<file path="src/rtl/gs_butterfly_pipe.sv">
// Gentleman-Sande inverse-NTT butterfly for Kyber (q = 3329). Three-stage pipeline
// with valid/ready on both sides and a sideband tag. Montgomery reduction uses R = 2^16.
module gs_butterfly_pipe #(
  parameter int Q     = 3329,
  parameter int QINV  = -3327,
  parameter int TAG_W = 8
) (
  input  logic              clk,
  input  logic              rst_n,
  input  logic              in_valid,
  output logic              in_ready,
  input  logic signed [15:0] u,
  input  logic signed [15:0] v,
  input  logic signed [15:0] zeta,
  input  logic [TAG_W-1:0]  in_tag,
  output logic              out_valid,
  input  logic              out_ready,
  output logic signed [15:0] out_upper,
  output logic signed [15:0] out_lower,
  output logic [TAG_W-1:0]  out_tag
);

  localparam logic signed [15:0] Q16    = 16'(Q);
  localparam logic signed [16:0] Q17    = 17'(Q);
  localparam logic signed [31:0] Q32    = 32'(Q);
  localparam logic signed [31:0] QINV32 = 32'(QINV);

  // Whole pipe moves together; it may only stall when the output register holds an unconsumed beat.
  logic adv;
  assign adv      = !out_valid || out_ready;
  assign in_ready = adv;

  // Stage registers
  logic                     s1_valid;
  logic signed [15:0]       s1_sum;
  logic signed [15:0]       s1_diff;
  logic signed [15:0]       s1_zeta;
  logic [TAG_W-1:0]         s1_tag;

  logic                     s2_valid;
  logic signed [31:0]       s2_prod;
  logic signed [15:0]       s2_sum;
  logic [TAG_W-1:0]         s2_tag;

  // Combinational stage logic
  logic signed [16:0] sum_raw;
  logic signed [16:0] diff_raw;
  logic signed [15:0] sum_c;
  logic signed [15:0] diff_c;
  logic signed [31:0] prod_c;
  logic signed [15:0] mont_t;
  logic signed [31:0] mont_d;
  logic signed [15:0] mont_r;
  logic signed [15:0] lower_c;

  always_comb begin
    sum_raw  = 17'(u) + 17'(v);
    diff_raw = 17'(v) - 17'(u);
    sum_c    = 16'((sum_raw >= Q17) ? sum_raw - Q17 : sum_raw);
    diff_c   = 16'(diff_raw[16] ? diff_raw + Q17 : diff_raw);

    prod_c   = 32'(s1_diff) * 32'(s1_zeta);

    // Montgomery: prod - t*q is an exact multiple of 2^16, so the shift loses nothing.
    mont_t   = 16'(s2_prod * QINV32);
    mont_d   = s2_prod - 32'(mont_t) * Q32;
    mont_r   = 16'(mont_d >>> 16);
    lower_c  = mont_r[15] ? mont_r + Q16 : mont_r;
  end

  // Valid flags and the output register are the only state that reset must clear.
  always_ff @(posedge clk) begin
    if (!rst_n) begin
      // NOTE: sequential state uses non-blocking assignments so every stage samples pre-edge values.
      s1_valid  <= 1'b0;
      s2_valid  <= 1'b0;
      out_valid <= 1'b0;
      out_upper <= '0;
      out_lower <= '0;
      out_tag   <= '0;
    end else if (adv) begin
      s1_valid  <= in_valid;
      s2_valid  <= s1_valid;
      out_valid <= s2_valid;
      out_upper <= s2_sum;
      out_lower <= lower_c;
      out_tag   <= s2_tag;
    end
  end

  // NOTE: interior datapath registers are not reset; their contents are qualified by the valid flags.
  always_ff @(posedge clk) begin
    if (adv) begin
      s1_sum  <= sum_c;
      s1_diff <= diff_c;
      s1_zeta <= zeta;
      s1_tag  <= in_tag;
      s2_prod <= prod_c;
      s2_sum  <= s1_sum;
      s2_tag  <= s1_tag;
    end
  end

endmodule

</file>
<file path="config.mk">
export PLATFORM = sky130hd
export DESIGN_NAME = gs_butterfly_pipe
export DESIGN_NICKNAME = d
export VERILOG_FILES = /design/src/rtl/gs_butterfly_pipe.sv
export SDC_FILE = /design/constraint.sdc
export NUM_CORES = 1
export LEC_CHECK = 0
export ABC_AREA = 1
export CORE_MARGIN = 2
export CORE_UTILIZATION = 58
export CTS_BUF_LIST = sky130_fd_sc_hd__clkbuf_4
export CTS_CLUSTER_SIZE = 40
export DETAILED_ROUTE_END_ITERATION = 10
export GPL_TIMING_DRIVEN = 0
export MAX_ROUTING_LAYER = met4
export PLACE_DENSITY_LB_ADDON = 0.12
export SETUP_SLACK_MARGIN = 0.4
export SLEW_MARGIN = 0
export SYNTH_ARGS = -nofsm -noshare
export SYNTH_HDL_FRONTEND = slang
export SYNTH_SLANG_ARGS = --single-unit
</file>
<file path="constraint.sdc">
create_clock -name clk -period 8.2 [get_ports clk]
set_input_delay 2.05 -clock clk [delete_from_list [all_inputs] [get_ports clk]]
set_output_delay 2.05 -clock clk [all_outputs]
set_load 0.02 [all_outputs]
</file>
# After elaboration in Yosys (flattened, before gate mapping)
# Index checks and enable logic that the tools add are counted.
# word_totals
register_bits	155
inputBits	60
output_inout_bits	42
word_cells	28
# op_classes
n_addsub	6
mul	3
magnitude_cmp	1
muxes	3
n_reduce_logical	2
# op_table
operator	count
$mux W16	3
$add A16 B13 Y16 const B	2
$mul A16 B16 Y32	1
$mul A32 B13 Y16 const B	1
$sub A32 B29 Y32	1
$mul A16 B13 Y29 const B	1
$add A16 B16 Y17	1
$ge A17 B13 Y1 const B	1
$sub A16 B16 Y17	1
$sub A16 B13 Y16 const B	1
$logic_not A1 Y1	1
$logic_or A1 B1 Y1	1

# Longest topological paths before layout
# depth
depth_word	5
depth_mapped	40
mapped_depth_nobuf	40

# Worst setup path after synthesis
# Ideal clock, no wire load.
# synth_timing
path_kind	reg2reg
start	reg s2_prod[4]
end	reg out_lower[6]
setup_time_ns	0.110
arrival_time_ns	8.814
t_required_ns	8.090
path_slack_ns	-0.725
stages_incl_launch_ff	38
path_buffers	1
synth_period_minus_slack_ns	8.925
cell_sequence	edfxtp_1 -> ha_1 -> fa_1 -> inv_1 -> fa_1 -> inv_1 -> fa_1 -> ha_1 -> ha_1 -> ha_1 -> nand2_1 -> nand2_1 -> a21oi_1 -> xor2_1 -> xor2_1 -> ha_1 -> ha_1 -> inv_1 -> [2 not listed] -> fa_1 -> ha_1 -> inv_1 -> fa_1 -> ha_1 -> a21oi_1 -> o21ai_0 -> a21oi_1 -> nand2_1 -> nand2_1 -> nand3_1 -> nand2_1 -> buf_2 -> nand3_1 -> a21oi_1 -> o21ai_0 -> nand3_1 -> inv_1
# synth_via
elab_chain_len	5
# synth_rtl
element	line_no	rtl
start: declaration	41	logic signed [31:0] s2_prod;
start signal: assignment	98	s2_prod <= prod_c;
$mul A32 B13 Y16	65	mont_t = 16'(s2_prod * QINV32);
$mul A16 B13 Y29	66	mont_d = s2_prod - 32'(mont_t) * Q32;
$sub A32 B29 Y32 *	66	
$add A16 B13 Y16	68	lower_c = mont_r[15] ? mont_r + Q16 : mont_r;
$mux W16 *	68	
end signal: assignment	86	out_lower <= lower_c;
end: declaration	19	output logic signed [15:0] out_lower,
# Mark *: on every way between the ends. The rest lies on a longest branch, timed or not.
# A chain may end at the register's enable or synchronous reset.

# Final worst setup path
# layout_timing
start	reg s2_prod[5]
end	reg out_lower[12]
# Same word-level chain as after synthesis.

==> flow_summary.yaml <==
sta:
  maxSlewViolCount: 0
  fin_crit_sh_pct: 98.0
  final.min_clock_period_ns: 8.03
  max-slew-margin-rel_pct: 42.8
  max_freq_ghz: 0.124
  fin_skew_ns: 0.0560
  setup_viol: 0
  hold_viol_final: 0
  fin_hold_ws_ns: 0.413
  rsz0062_at_grt: "true"
  worstMarginPinSlew_ns: 0.858
layout:
  drive_gt1_share_pct: 8.41
  area_growth_pct: 13.1
  nets: 3570
  seq_area_sq_um: 4220
  fillCellCount: 3263
  multi_input_area_sq_um: 16500
  post-route-util_pct: 66.8
critical_path:
  required_ns: 8.75
  max_stage_delay_ns: 0.52
  worstSetupPathType: "flop to flop"
  cp-end-kind: "flop"
  reg2reg_slack_ns: 0.17
  r2r_start: "s2_prod[5]"
  worst-path-max-fanout: 7
  crit_arrival_ns: 8.58
  cp-start-kind: "flop"
  r2r_cells: 39
  crit_top_cell: "fa_1"
  reg2reg_to: "out_lower[12]"
  slowest_stage: "fa_1"
worst_hold_path:
  min_from: "s1_sum[5]"
  hold_path.class: "flop to flop"
  hold_depth: 0
  whs_endpoint: "s2_sum[5]"
drt:
  antenna_left: 0
  viasPerCell: 5.25
  drtIter0Drc: 1412
  first_pass_iters: 9
  num_vias: 18200
  wl_per_cell_microns: 16.5
  routed_wl_microns: 57100
  drc_errors: 0
cts:
  cts.sinks: 155
  cts_tree: "done"
  h-tree-depth: 4
  cts_max_path_buffers: 2
  clk_latency_ns: 0.68
  root_buffer: "clkbuf_4"
  path_clk_slew_ns: 0.15
  hold_buffers: 0
  cts_buffers: 17
floorplanning:
  die_y_microns: 203
  num_io_pins: 102
  initial_core_util_pct: 59.0
  core-area_sq_um: 38800
  fp-row-count: 72
  die_x_microns: 203
  die_area_sq_um: 41100
synthesis:
  ys_ff_latch: 155
  synth.yosys.warnings: 0
  synth.distinct_cells: 51
  synth_fp_nets: 3412
  netlist_instances: 2765
  syn_area_per_cell_sq_um: 8.29
  ys_seq_area_share_pct: 18.4
  syn_area_sq_um: 22900
  netlist.area_leader.share_pct: 28.0
  yosysTopAreaCell: "fa_1"
  synthTopCellsByArea: "fa_1 (28%), edfxtp_1 (15%), ha_1 (15%)"
placement:
  hpwl_microns: 46100
  io_buffers: 101
  gp_congestion: 0.998
global_routing:
  grt_pass1_vias: 19400
  grt.overflow.total: 0
  grt_max_degree: 65
  antenna_found_initial: 2
  grt_pass1_wl_microns: 95600
  grt_use_total_pct: 30.6
flow_run:
  cap_violations: 0
outcome:
  status: "complete, no violations"
==> sequential cells by signal (all words and copies together) (netlist names), 8 cells and up <==
register and cells:
s1_diff 16, out_lower 16, s2_sum 16, s2_prod 32, s1_sum 16, s2_tag 8, out_tag 8, out_upper 16
s1_tag 8, s1_zeta 16
==> worst max-delay path by stage <==
stage / start / endpoint / slack (ns) / depth (start not counted)
3_5_place_dp: s2_prod[3] / out_lower[14] / -0.74 / 35
4_1_cts: s2_prod[5] / out_lower[14] / 0.24 / 38
3_3_place_gp: out_ready / in_ready / -2.68 / 5
5_1_grt: s2_prod[5] / out_lower[14] / -0.14 / 39
6_report: s2_prod[5] / out_lower[12] / 0.17 / 39
2_1_floorplan: s2_prod[5] / out_lower[6] / 0.26 / 38
==> stage by stage <==
| step | worst slack (ns) | cells | area, sq um | setup TNS (ns) |
|---|---|---|---|---|
| floorplan | 0.257 | 2765 | 23100 | 0 |
| global placement | -2.68 | 3384 | 24700 | -9.77 |
| detailed placement | -0.739 | 3385 | 24700 | -10.40 |
| CTS | 0.237 | 3447 | 25600 | 0 |
| global route | -0.142 | 3456 | 25900 | -1.03 |
| finish | 0.167 | 3456 | 25900 | 0 |
==> cells by family (layout without fill, tap and decap cells) <==
| group | after synthesis | count (layout) | synth area share [%] |
|---|---|---|---|
| buffers and inverters | 752 | 922 | 12.5 |
| other | 0 | 2 | 0 |
| flip-flops | 155 | 155 | 18.4 |
| AND/OR/NAND/NOR | 945 | 945 | 17.0 |
| adder cells (fa/ha/maj) | 587 | 587 | 42.6 |
| AO/OA/AOI/OAI | 213 | 213 | 5.11 |
| XOR/XNOR | 113 | 114 | 4.38 |
==> final cells by class <==
cell class	count	share of cell area (%)
multi-input combinational	1859	63.8
sequential	155	16.3
inverter	677	9.84
timing repair buffer	137	5.19
tap	518	2.50
buffer	75	1.27
clock buffer	20	0.579
clock inverter	12	0.420
timing repair inverter	1	0.0434
antenna	2	0.0193
==> synth_stat cells (all sizes together) <==
cell type	count
dfxtp	43
ha	266
a21boi	1
buf	14
fa	321
nand3	99
nand3b	6
edfxtp	112
o221ai	1
or2	20
o31ai	1
o2111ai	1
nand2	615
o21ai	85
nor4	4
nor3	18
a31o	1
a21oi	94
clkbuf	61
o22ai	1
a21o	6
a211o	1
nand4	20
a31oi	3
clkinv	2
nor2	163
o211ai	5
xnor2	36
o21bai	9
xor2	77
o21a	2
a211oi	2
inv	675
==> critical path, delay by kind of cell, from the launching register on <==
| kind | cells | cell delay [ns] |
|---|---|---|
| fa+ha+maj | 14 | 4.97 |
| flops | 1 | 0.44 |
| buf+inv | 9 | 0.53 |
| xor+xnor | 2 | 0.41 |
| compound gates | 3 | 0.49 |
| simple gates | 11 | 1.09 |
==> layout by cell type (no fill, tap or decap), types with 60 or more instances in the layout <==
| cell type | Yosys | final |
|---|---|---|
| inv_1 | 668 | 659 |
| nand2_1 | 607 | 573 |
| fa_1 | 321 | 320 |
| ha_1 | 266 | 249 |
| nor2_1 | 159 | 145 |
| edfxtp_1 | 112 | 112 |
| clkdlybuf4s50_1 | 0 | 101 |
| nand3_1 | 98 | 86 |
| a21oi_1 | 92 | 80 |
| o21ai_0 | 80 | 72 |
| xor2_1 | 75 | 69 |
| clkbuf_1 | 61 | 60 |
==> metal layers <==
metal	share of wire (%)	vias to the layer above	GRT usage (%)
li1	-	8663	-
met1	42	8785	38.0
met2	48	591	50.2
met3	7.6	119	6.85
met4	2.6	0	9.33
met5	0	-	-
==> repair_timing <==
item,4_1_cts,5_1_grt
endpoints found under the setup margin,16,16
resized for setup,89,54
gates cloned,3,0
pin swaps,23,16
setup buffers,27,7
Power is not shown: default switching activity piles up to over one toggle a cycle in this logic, so the estimate is an artifact.
